**src/rtl/icache_refill_pkg.sv**
```systemverilog
// Shared frontend constants and the refill FSM state type.
// Geometry defaults and the line-offset width derived from the bank count.
package icache_refill_pkg;

  localparam int ICACHE_WAY       = 4;
  localparam int ICACHE_BANK      = 8;
  localparam int ICACHE_SET_WIDTH = 6;
  localparam int ICACHE_TAG       = 21;
  localparam int ICACHE_OFFSET    = $clog2(ICACHE_BANK * 4);

  typedef enum logic [2:0] {
    ST_IDLE,
    ST_REQ,
    ST_RECV,
    ST_WRITE,
    ST_FLUSH
  } state_e;

  function automatic logic [31:0] line_align(input logic [31:0] a, input int off);
    return a & ~((32'd1 << off) - 32'd1);
  endfunction

endpackage

```
**src/rtl/icache_line_buffer.sv**
```systemverilog
// Refill staging buffer: one 32-bit slot per bank, written by beat index.
// The whole line is always visible on line_o.
module icache_line_buffer #(
  parameter int BANK = 8,
  parameter int BW   = $clog2(BANK)
) (
  input  logic              clk,
  input  logic              rst,
  input  logic              we_i,
  input  logic [BW-1:0]     idx_i,
  input  logic [31:0]       data_i,
  output logic [BANK*32-1:0] line_o
);

  logic [31:0] slot_q [BANK];

  always_ff @(posedge clk or posedge rst) begin
    if (rst) begin
      for (int i = 0; i < BANK; i++) slot_q[i] <= '0;
    end else if (we_i) begin
      slot_q[idx_i] <= data_i;
    end
  end

  always_comb begin
    line_o = '0;
    for (int i = 0; i < BANK; i++) line_o[i*32 +: 32] = slot_q[i];
  end

endmodule

```
**src/rtl/icache_refill.sv**
```systemverilog
// Instruction cache refill unit: fetches a missing line beat by beat,
// writes it into a round-robin victim way, and sweeps all sets on flush.
module icache_refill
  import icache_refill_pkg::*;
#(
  parameter int ICACHE_WAY       = icache_refill_pkg::ICACHE_WAY,
  parameter int ICACHE_BANK      = icache_refill_pkg::ICACHE_BANK,
  parameter int ICACHE_SET_WIDTH = icache_refill_pkg::ICACHE_SET_WIDTH,
  parameter int ICACHE_TAG       = icache_refill_pkg::ICACHE_TAG
) (
  input  logic                                clk,
  input  logic                                rst,
  input  logic                                miss_valid,
  output logic                                miss_ready,
  input  logic [31:0]                         miss_addr,
  input  logic                                flush,
  output logic                                mem_req_valid,
  input  logic                                mem_req_ready,
  output logic [31:0]                         mem_req_addr,
  input  logic                                mem_rsp_valid,
  input  logic [31:0]                         mem_rsp_data,
  output logic [ICACHE_WAY-1:0]               way_we,
  output logic                                tagv_we,
  output logic [ICACHE_SET_WIDTH-1:0]         tagv_windex,
  output logic [ICACHE_TAG:0]                 tagv_wdata,
  output logic [ICACHE_BANK-1:0]              we,
  output logic [ICACHE_BANK*ICACHE_SET_WIDTH-1:0] windex,
  output logic [ICACHE_BANK*32-1:0]           wdata,
  output logic                                refill_valid,
  output logic [31:0]                         refill_addr,
  output logic [ICACHE_BANK*32-1:0]           refill_data,
  output logic                                busy
);

  localparam int OFF = $clog2(ICACHE_BANK * 4);
  localparam int BW  = $clog2(ICACHE_BANK);
  localparam int VW  = (ICACHE_WAY > 1) ? $clog2(ICACHE_WAY) : 1;

  state_e                      state_q;
  logic [31:0]                 addr_q;
  logic [BW-1:0]               beat_q;
  logic [ICACHE_SET_WIDTH-1:0] set_q;
  logic [VW-1:0]               victim_q;
  logic                        flush_pend_q;

  logic                        flush_seen;
  logic                        buf_we;
  logic [ICACHE_BANK*32-1:0]   line;
  logic [ICACHE_SET_WIDTH-1:0] idx;
  logic [ICACHE_TAG-1:0]       tag;

  // A flush pulse counts as pending in the very cycle it arrives.
  assign flush_seen = flush_pend_q | flush;
  assign buf_we     = (state_q == ST_RECV) & mem_rsp_valid;
  assign idx        = addr_q[OFF +: ICACHE_SET_WIDTH];
  assign tag        = addr_q[OFF+ICACHE_SET_WIDTH +: ICACHE_TAG];

  icache_line_buffer #(
    .BANK (ICACHE_BANK),
    .BW   (BW)
  ) u_line_buffer (
    .clk    (clk),
    .rst    (rst),
    .we_i   (buf_we),
    .idx_i  (beat_q),
    .data_i (mem_rsp_data),
    .line_o (line)
  );

  always_ff @(posedge clk or posedge rst) begin
    if (rst) begin
      state_q      <= ST_IDLE;
      addr_q       <= '0;
      beat_q       <= '0;
      set_q        <= '0;
      victim_q     <= '0;
      flush_pend_q <= 1'b0;
    end else begin
      if (flush) flush_pend_q <= 1'b1;
      case (state_q)
        ST_IDLE: begin
          if (flush_seen) begin
            state_q <= ST_FLUSH;
            set_q   <= '0;
          end else if (miss_valid) begin
            addr_q  <= line_align(miss_addr, OFF);
            state_q <= ST_REQ;
          end
        end
        ST_REQ: begin
          if (mem_req_ready) begin
            state_q <= ST_RECV;
            beat_q  <= '0;
          end
        end
        ST_RECV: begin
          if (mem_rsp_valid) begin
            beat_q <= beat_q + BW'(1);
            if (beat_q == BW'(ICACHE_BANK - 1)) state_q <= ST_WRITE;
          end
        end
        ST_WRITE: begin
          victim_q <= (victim_q == VW'(ICACHE_WAY - 1)) ? '0 : victim_q + VW'(1);
          set_q    <= '0;
          state_q  <= flush_seen ? ST_FLUSH : ST_IDLE;
        end
        ST_FLUSH: begin
          // Clearing last lets it override a pulse landing on the final set.
          if (set_q == {ICACHE_SET_WIDTH{1'b1}}) begin
            set_q        <= '0;
            flush_pend_q <= 1'b0;
            state_q      <= ST_IDLE;
          end else begin
            set_q <= set_q + ICACHE_SET_WIDTH'(1);
          end
        end
        default: state_q <= ST_IDLE;
      endcase
    end
  end

  always_comb begin
    miss_ready    = (state_q == ST_IDLE) & ~flush_seen;
    busy          = (state_q != ST_IDLE);
    mem_req_valid = (state_q == ST_REQ);
    mem_req_addr  = addr_q;
    way_we        = '0;
    tagv_we       = 1'b0;
    tagv_windex   = idx;
    tagv_wdata    = '0;
    we            = '0;
    windex        = {ICACHE_BANK{idx}};
    wdata         = line;
    refill_valid  = 1'b0;
    refill_addr   = addr_q;
    refill_data   = line;
    case (state_q)
      ST_WRITE: begin
        way_we       = ICACHE_WAY'(1) << victim_q;
        tagv_we      = 1'b1;
        tagv_wdata   = {1'b1, tag};
        we           = '1;
        refill_valid = 1'b1;
      end
      ST_FLUSH: begin
        way_we      = '1;
        tagv_we     = 1'b1;
        tagv_windex = set_q;
      end
      default: ;
    endcase
  end

endmodule

```
**config.mk**
```make
export PLATFORM = sky130hd
export DESIGN_NAME = icache_refill
export DESIGN_NICKNAME = d
export VERILOG_FILES = /design/src/rtl/icache_refill_pkg.sv /design/src/rtl/icache_line_buffer.sv /design/src/rtl/icache_refill.sv
export SDC_FILE = /design/constraint.sdc
export NUM_CORES = 1
export LEC_CHECK = 0
export BUFFER_PORTS_ARGS = -buffer_cell sky130_fd_sc_hd__buf_2
export CAP_MARGIN = 25
export CORE_AREA = 4 4 289 291
export CTS_CLUSTER_DIAMETER = 80
export DETAILED_ROUTE_END_ITERATION = 16
export DIE_AREA = 0 0 293 295
export GPL_ROUTABILITY_DRIVEN = 1
export SKIP_LAST_GASP = 1
export SLEW_MARGIN = 20
export SYNTH_ARGS = -nofsm -noshare
export SYNTH_HDL_FRONTEND = slang
export SYNTH_SLANG_ARGS = --single-unit
```
**constraint.sdc**
```tcl
create_clock -name clk -period 13.8 [get_ports clk]
set_input_delay 2.76 -clock clk [delete_from_list [all_inputs] [get_ports clk]]
set_output_delay 2.76 -clock clk [all_outputs]
set_load 0.05 [all_outputs]
```
==> impl_metrics.env, run 1 <==
export IMPL_unrepaired_setup_endpoints_after_global_routing="false"
export IMPL_outcome="finished clean"
export IMPL_numCtsBuffers=36
export IMPL_grt_remaining_overflow=0
export IMPL_sequential_cell_area_um2=7460
export IMPL_setup_tns_after_final_layout_ps=0
export IMPL_netSwitchingPower_uw=490
export IMPL_number_of_antenna_violations_at_the_first_check_in_global_routing=0
export IMPL_worst_slew_pin_slew_ps=989
export IMPL_worstReg2RegStart="state_q[1]$_DFFE_PP0P_"
export IMPL_internal_power_summed_over_all_cells_uw=1520
export IMPL_hold_path_startpoint="u_line_buffer.line_o[18]$_DFFE_PP0P_"
export IMPL_cts_root_buf="sky130_fd_sc_hd__clkbuf_16"
export IMPL_num_vias=9169
export IMPL_worstSetupPathType="primary input to primary output"
export IMPL_first_pass_grt_wire_length_um=61800
export IMPL_synth_cells=1101
export IMPL_layout_filler_cells=8592
export IMPL_clk_transition_reported_paths_ps=60
export IMPL_synth_lib_cells_used_distinct=38
export IMPL_finalHoldViolations=0
export IMPL_post_drt_via_cell_ratio=3.55
export IMPL_drtPass1Iterations=4
export IMPL_clkSinkCount=298
export IMPL_netlist_area_um2=14400
export IMPL_clk_latency_ps=520
export IMPL_synth_seq_cells=298
export IMPL_core_area_um2=80500
export IMPL_max_freq_ghz=0.164
export IMPL_power_switching_share_pct=24.4
export IMPL_placement_cell_area_um2=16700
export IMPL_cap_violations=0
export IMPL_clock_power_share_pct=48.7
export IMPL_post_route_drc_count=0
export IMPL_finalInstanceArea_um2=17900
export IMPL_worstSetupEndpointType="primary output"
export IMPL_postCtsSetupBuffers=0
export IMPL_avgRoutedWirePerCell_um=17.2
export IMPL_worst_path_max_fanout=3
export IMPL_dp_final_hpwl_um=32300
export IMPL_pwr_share_seq_pct=44.6
export IMPL_cp_data_arrival_time_ps=3330
export IMPL_h_tree_depth_reported_by_cts=2
export IMPL_total_detailed_routing_wirelength_um=44300
export IMPL_worstReg2RegEnd="u_line_buffer.line_o[27]$_DFFE_PP0P_"
export IMPL_synthesis_warning_total=0
export IMPL_instances_no_fill=2583
export IMPL_area_delta_synth_final_pct=24.9
export IMPL_horizontal_die_dimension_um=293
export IMPL_cellPowerDensity_nw_per_um2=112
export IMPL_post_cts_gate_resize_count=0
export IMPL_multiInputGateArea_um2=4160
export IMPL_layout_worst_path_cycle_share_pct=44.1
export IMPL_r2r_setup_slack_ps=11010
export IMPL_post_layout_net_count=1573
export IMPL_p_leak_uw=0.0108
export IMPL_drtIter0Drc=184
export IMPL_worstHoldPathType="flip-flop to flip-flop"
export IMPL_grt_start_max_net_pins=86
export IMPL_power_combinational_fraction_pct=6.8
export IMPL_cts_tree="done"
export IMPL_drive_above_1_share_pct=71.0
export IMPL_number_of_global_route_vias_before_repair=9010
export IMPL_drt_antenna_violating_nets=0
export IMPL_top_level_ports=739
export IMPL_slew_limit_headroom_pct=33.9
export IMPL_finalCriticalPeriod_ps=6090
export IMPL_gr_usage_all_layers_pct=9.51
export IMPL_die_h_um=295
export IMPL_final_standard_cell_utilization_of_the_core_pct=22.2
export IMPL_final_setup_viol_count=0
export IMPL_maxSlewViolCount=0
export IMPL_postCtsHoldBufs=0
export IMPL_synth_seq_area_share_pct=52.0
export IMPL_floorplan_die_area_um2=86400
export IMPL_timing_hold_worst_path_depth=1
export IMPL_final_setup_skew_ps=12.4
export IMPL_placed_cells=2517
export IMPL_gpl_final_weighted_congestion=0.750
export IMPL_floorplan_initialDensity_pct=17.8
export IMPL_crit_path_start_kind="primary input"
export IMPL_timing_hold_worst_endpoint="u_line_buffer.line_o[18]$_DFFE_PP0P_"
export IMPL_ctsLongestPathBuffers=3
export IMPL_vdd_ir_drop_max_mv=0.0618
export IMPL_row_count=104
export IMPL_portBuffers=723
export IMPL_worst_ep_required_time_ps=11040
export IMPL_worst_r2r_cell_count=5
export IMPL_post_synth_cell_area_avg_um2=13.0
## Yosys cell counts (all sizes together)
library cell | instances | area, µm²
conb | 1 | 3.75
o31ai | 1 | 7.51
nor3b | 3 | 33.8
xor2 | 1 | 8.76
o21ai | 7 | 35.0
nor2b | 3 | 18.8
and2 | 21 | 131
a211o | 1 | 8.76
dfrtp | 298 | 7460
ha | 7 | 87.6
mux2i | 2 | 20.0
a22o | 1 | 8.76
a41oi | 1 | 8.76
buf | 377 | 2770
nand2b | 3 | 18.8
mux2 | 284 | 3310
clkbuf | 8 | 30.0
a21oi | 4 | 20.0
or3 | 3 | 18.8
a21o | 2 | 15.0
nor2 | 5 | 18.8
xnor2 | 1 | 8.76
nand2 | 39 | 146
nand3b | 3 | 22.5
and3 | 2 | 12.5
nand3 | 7 | 35.0
o31a | 1 | 8.76
inv | 7 | 26.3
nor3 | 6 | 40.0
a31o | 1 | 8.76
or3b | 1 | 8.76
## kinds of logic after synthesis
group / count (synthesis) / share of synthesized area (%)
xor gates and xnor gates: 2 / 0.122
and+or+nand+nor: 96 / 3.52
buffers and inverters: 392 / 19.7
AOI/OAI and AO/OA: 19 / 0.846
adders and majority gates: 7 / 0.610
DFF: 298 / 52.0
other: 1 / 0.0261
muxes: 286 / 23.2
## power groups by stage
stage | combinational, µW | sequential [µW] | clock [µW]
floorplan | 94.5 | 913 | 0
global placement | 138 | 911 | 0
detailed placement | 138 | 911 | 0
CTS | 138 | 895 | 1020
global route | 148 | 897 | 1050
finish | 136 | 895 | 977
## critical path, stage by stage
cell,delay (ps)
sky130_fd_sc_hd__buf_2,120
sky130_fd_sc_hd__nor3_1,170
sky130_fd_sc_hd__buf_2,290
## layer usage
layer | part of all wire, % | wire [µm] | up-vias | track usage, %
met5 | 0 | 0 | - | 0
met4 | 3.0 | 1350 | 0 | 3.37
met3 | 5.9 | 2630 | 56 | 1.92
met2 | 52 | 23000 | 388 | 17.0
met1 | 39 | 17400 | 4597 | 11.3
li1 | - | - | 4128 | -
## cell usage in the layout, fill, tap and decap left out, types with 2 or more instances in the layout
| master | Yosys | layout |
|---|---|---|
| sky130_fd_sc_hd__mux2_2 | 250 | 250 |
| sky130_fd_sc_hd__mux2_1 | 4 | 4 |
| sky130_fd_sc_hd__nand3b_1 | 3 | 3 |
| sky130_fd_sc_hd__clkinvlp_4 | 0 | 2 |
| sky130_fd_sc_hd__a21oi_1 | 4 | 4 |
| sky130_fd_sc_hd__o21ai_0 | 7 | 7 |
| sky130_fd_sc_hd__buf_4 | 350 | 9 |
| sky130_fd_sc_hd__clkinv_4 | 0 | 2 |
| sky130_fd_sc_hd__mux2i_1 | 2 | 2 |
| sky130_fd_sc_hd__nor3_4 | 0 | 2 |
| sky130_fd_sc_hd__nor2_4 | 0 | 2 |
| sky130_fd_sc_hd__buf_2 | 16 | 723 |
| sky130_fd_sc_hd__nand3_1 | 7 | 5 |
| sky130_fd_sc_hd__and3_1 | 2 | 2 |
| sky130_fd_sc_hd__nand3_4 | 0 | 2 |
| sky130_fd_sc_hd__nor3b_1 | 2 | 2 |
| sky130_fd_sc_hd__or3_1 | 3 | 2 |
| sky130_fd_sc_hd__ha_1 | 7 | 7 |
| sky130_fd_sc_hd__a21o_1 | 2 | 2 |
| sky130_fd_sc_hd__nor3_1 | 4 | 4 |
| sky130_fd_sc_hd__inv_1 | 7 | 6 |
| sky130_fd_sc_hd__clkbuf_8 | 0 | 7 |
| sky130_fd_sc_hd__clkinv_2 | 0 | 2 |
| sky130_fd_sc_hd__nand2_1 | 39 | 38 |
| sky130_fd_sc_hd__clkbuf_16 | 0 | 37 |
| sky130_fd_sc_hd__and2_1 | 21 | 21 |
| sky130_fd_sc_hd__bufinv_16 | 0 | 4 |
| sky130_fd_sc_hd__clkbuf_1 | 8 | 9 |
| sky130_fd_sc_hd__nand2b_1 | 3 | 3 |
| sky130_fd_sc_hd__mux2_4 | 30 | 30 |
| sky130_fd_sc_hd__nor2_1 | 5 | 3 |
| sky130_fd_sc_hd__nor2b_1 | 3 | 3 |
| sky130_fd_sc_hd__conb_1 | 1 | 10 |
| sky130_fd_sc_hd__dfrtp_1 | 298 | 298 |
## layout make-up
cell class,count,share of cell area (%)
multi-input combinational,420,23.2
clock inverter,11,0.957
sequential,298,41.6
timing repair buffer,733,20.7
inverter,7,0.189
antenna,1,0.0140
clock buffer,53,5.89
tap,1060,7.40
## how the worst max path moves through the flow
| stage | startpoint | endpoint | slack (ps) | cells past startpoint |
|---|---|---|---|---|
| final | flush | miss_ready | 7710 | 3 |
| after detailed placement | flush | miss_ready | 7700 | 3 |
| after CTS | flush | miss_ready | 7700 | 3 |
| after floorplan | rst | beat_q[0]$_DFFE_PP0P_ | 2810 | 1 |
| after global routing | flush | miss_ready | 7660 | 3 |
| after global placement | flush | miss_ready | 7690 | 3 |
## registers in the layout, summed over array words and instances (netlist names)
name                  flops
u_line_buffer.line_o    256
mem_req_addr             27
set_q                     6
beat_q                    3
state_q                   3
victim_q                  2
flush_pend_q              1
## stage by stage
| step | setup WS, ps | hold slack [ps] | total power (µW) |
|---|---|---|---|
| 3_5_place_dp | 7700 | 496 | 1050 |
| 5_1_grt | 7660 | 540 | 2100 |
| 4_1_cts | 7700 | 511 | 2060 |
| 3_3_place_gp | 7690 | 491 | 1050 |
| 6_report | 7710 | 507 | 2010 |
| 2_1_floorplan | 2810 | 506 | 1010 |
Power figures use the tool's default switching activity.
==> run 2, diff against run 1 <==
--- a/config.mk
+++ b/config.mk
@@ -5,12 +5,13 @@
 export SDC_FILE = /design/constraint.sdc
 export NUM_CORES = 1
 export LEC_CHECK = 0
+export ABC_AREA = 1
 export BUFFER_PORTS_ARGS = -buffer_cell sky130_fd_sc_hd__buf_2
 export CAP_MARGIN = 25
-export CORE_AREA = 4 4 289 291
+export CORE_AREA = 4 4 284 286
 export CTS_CLUSTER_DIAMETER = 80
 export DETAILED_ROUTE_END_ITERATION = 16
-export DIE_AREA = 0 0 293 295
+export DIE_AREA = 0 0 288 290
 export GPL_ROUTABILITY_DRIVEN = 1
 export SKIP_LAST_GASP = 1
 export SLEW_MARGIN = 20
==> constraint.sdc (replaced) <==
create_clock -name clk -period 5.7 [get_ports clk]
set_input_delay 1.14 -clock clk [delete_from_list [all_inputs] [get_ports clk]]
set_output_delay 1.14 -clock clk [all_outputs]
set_load 0.05 [all_outputs]
==> run 2 against run 1 <==
  * Synthesized area is 3.5% lower
  * Clock skew is 3.4 ps higher
  * Sequential share of layout area is 1.8 points higher
  * Flip-flop and latch count stayed put
  * Global-route usage is 1.4 points higher
  * Cell count is 13% higher
  * Routed wire length is 8.9% higher
  * First-iteration DRC count grew to 2.6 times the previous value
  * Register-to-register slack worse by 7400 ps
  * Worst setup slack worse by 5300 ps
  * Critical path depth is 3 higher
  * Die area is 3.4% lower
==> impl_metrics.env, run 2 <==
export IMPL_outcome="finished clean"
export IMPL_post_route_drc_count=0
export IMPL_final_setup_skew_ps=15.7
export IMPL_grt_remaining_overflow=0
export IMPL_layout_cells_most_common="sky130_fd_sc_hd__buf_2"
export IMPL_postCtsSetupBuffers=0
export IMPL_cap_violations=0
export IMPL_core_area_um2=78400
export IMPL_clk_transition_reported_paths_ps=50
export IMPL_portBuffers=723
export IMPL_num_vias=10700
export IMPL_finalWorstSetupSlack_ps=2430
export IMPL_drtIter0Drc=475
export IMPL_synth_seq_area_share_pct=53.9
export IMPL_h_tree_depth_reported_by_cts=2
export IMPL_clk_latency_ps=530
export IMPL_horizontal_die_dimension_um=288
export IMPL_total_detailed_routing_wirelength_um=48300
export IMPL_leading_post_synthesis_cells_by_cell_area="sky130_fd_sc_hd__dfrtp_1 (54%), sky130_fd_sc_hd__buf_4 (19%), sky130_fd_sc_hd__nand2_1 (8.9%), sky130_fd_sc_hd__o21ai_1 (6.7%), sky130_fd_sc_hd__o21ai_0 (4.0%)"
export IMPL_layout_worst_path_cycle_share_pct=57.4
export IMPL_hold_worst_slack_ps=504
export IMPL_cp_data_arrival_time_ps=2130
export IMPL_worstReg2RegStart="beat_q[1]$_DFFE_PP0P_"
export IMPL_synth_lib_cells_used_distinct=29
export IMPL_drtPass1Iterations=4
export IMPL_row_count=103
export IMPL_synth_area_leader_cell="sky130_fd_sc_hd__dfrtp_1"
export IMPL_drt_antenna_violating_nets=0
export IMPL_worstSetupPathType="flip-flop to primary output"
export IMPL_dp_final_hpwl_um=35300
export IMPL_ctsLongestPathBuffers=3
export IMPL_cellPowerDensity_nw_per_um2=334
export IMPL_post_layout_net_count=1932
export IMPL_p_leak_uw=0.00999
export IMPL_unrepaired_setup_endpoints_after_global_routing="false"
export IMPL_met3_usage_pct=2.37
export IMPL_postSynth_asyncResetShare_pct=100
export IMPL_yosys_most_used_dff="sky130_fd_sc_hd__dfrtp_1"
export IMPL_synth_enable_flop_cells=0
export IMPL_final_setup_viol_count=0
export IMPL_post_synth_cell_area_avg_um2=9.32
export IMPL_drive_above_1_share_pct=42.8
export IMPL_pre_cts_slack_ps=2440
export IMPL_area_delta_synth_final_pct=24.1
export IMPL_largest_register_ffs=256
export IMPL_netlist_area_um2=13800
export IMPL_synth_cells=1485
export IMPL_finalHoldViolations=0
export IMPL_grt_start_max_net_pins=128
export IMPL_synthesis_warning_total=0
export IMPL_setup_tns_after_final_layout_ps=0
export IMPL_top_level_ports=739
export IMPL_maxSlewViolCount=0
export IMPL_gpl_final_weighted_congestion=0.778
export IMPL_gr_usage_all_layers_pct=10.9
export IMPL_max_freq_ghz=0.306
export IMPL_post_cts_gate_resize_count=0
export IMPL_layout_filler_cells=8648
export IMPL_layout_cells_most_common_list="sky130_fd_sc_hd__buf_2 (723), sky130_fd_sc_hd__nand2_1 (330), sky130_fd_sc_hd__dfrtp_1 (298)"
export IMPL_worstHoldPathType="flip-flop to flip-flop"
export IMPL_postCtsHoldBufs=0
export IMPL_slew_limit_headroom_pct=39.8
export IMPL_cts_root_buf="sky130_fd_sc_hd__clkbuf_16"
export IMPL_grt_most_used_layer="met2"
export IMPL_post_drt_via_cell_ratio=3.67
export IMPL_synth_seq_cells=298
export IMPL_worst_path_max_fanout=17
export IMPL_totalPowerFinal_uw=5740
export IMPL_globalRouteMet1Util_pct=14.0
export IMPL_finalCriticalPeriod_ps=3270
export IMPL_number_of_antenna_violations_at_the_first_check_in_global_routing=3
export IMPL_clkSinkCount=298
export IMPL_floorplan_initialDensity_pct=17.7
export IMPL_setup_worst_path_start="state_q[1]$_DFFE_PP0P_"
export IMPL_avgRoutedWirePerCell_um=16.5
export IMPL_cts_tree="done"
export IMPL_count_leader_synth="sky130_fd_sc_hd__buf_4"
export IMPL_hold_path_startpoint="u_line_buffer.line_o[155]$_DFFE_PP0P_"
export IMPL_globalRouteMet2Util_pct=18.4
export IMPL_crit_path_start_kind="flip-flop"
export IMPL_worst_slew_pin_slew_ps=903
export IMPL_numCtsBuffers=35
export IMPL_floorplan_die_area_um2=83500
export IMPL_synthDominantCellAreaShare_pct=53.9
export IMPL_die_h_um=290
export IMPL_number_of_global_route_vias_before_repair=10100
export IMPL_first_pass_grt_wire_length_um=68900
export IMPL_worstSetupEndpointType="primary output"
export IMPL_leading_post_synthesis_cells_by_instance_count="sky130_fd_sc_hd__buf_4 (352), sky130_fd_sc_hd__nand2_1 (330), sky130_fd_sc_hd__dfrtp_1 (298)"
export IMPL_worst_ep_required_time_ps=4560
export IMPL_vdd_ir_drop_max_mv=0.214
## run 2: worst max-delay path: stages, from the launching register on
cell                      delay (ps)
sky130_fd_sc_hd__dfrtp_1         460
sky130_fd_sc_hd__nor2_2          210
sky130_fd_sc_hd__nand2_2         250
sky130_fd_sc_hd__inv_1           280
sky130_fd_sc_hd__nand2_1          90
sky130_fd_sc_hd__nand2_1          60
sky130_fd_sc_hd__buf_2           260
## run 2: layer usage
layer | part of all wire, % | up-vias
met2 | 48 | 465
li1 | - | 5115
met5 | 0 | -
met1 | 43 | 5105
met4 | 3.1 | 0
met3 | 6.5 | 64
## run 2: kinds of logic after synthesis
family                   Yosys count  share of synthesized area [%]
AO/OA/AOI/OAI                    301                           11.0
other                              1                         0.0271
buffers and inverters            485                           23.0
AND/OR/NAND/NOR                  391                           11.4
XOR/XNOR                           2                          0.127
flip-flops                       298                           53.9
adder cells (fa/ha/maj)            7                          0.633
## run 2: worst paths after layout
path	to	slack, ps	cells past startpoint
min	u_line_buffer.line_o[155]$_DFFE_PP0P_	500	2
max in group asynchronous	u_line_buffer.line_o[24]$_DFFE_PP0P_	3760	3
max	tagv_windex[0]	2430	6
min in group asynchronous	u_line_buffer.line_o[195]$_DFFE_PP0P_	750	2
min reg2reg	u_line_buffer.line_o[155]$_DFFE_PP0P_	500	2
max reg2reg	u_line_buffer.line_o[112]$_DFFE_PP0P_	3600	4
## run 2: layout make-up
| cell class | count | area, µm² | share of cell area [%] |
|---|---|---|---|
| Clock buffer | 51 | 1040 | 6.03 |
| Multi-Input combinational cell | 711 | 3270 | 19.0 |
| Tap cell | 1050 | 1310 | 7.65 |
| Inverter | 79 | 300 | 1.75 |
| Timing Repair Buffer | 730 | 3700 | 21.5 |
| Clock inverter | 9 | 103 | 0.597 |
| Sequential cell | 298 | 7460 | 43.4 |
| Antenna cell | 1 | 2.50 | 0.0146 |
## run 2: where the power goes
part	internal (µW)	switching (µW)	leakage, µW	total [µW]
Combinational	216	980	0.00536	1200
Clock	1350	893	0.000567	2240
Sequential	2200	98.1	0.00406	2300
Total	3770	1970	0.00999	5740
## run 2: through the flow
stage	instances	cell area [µm²]	util, %
6_report	2929	17200	21.9
5_1_grt	2929	17200	21.9
4_1_cts	2928	17200	21.9
3_5_place_dp	2868	16000	20.5
3_3_place_gp	2868	16000	20.5
2_1_floorplan	1494	13900	-
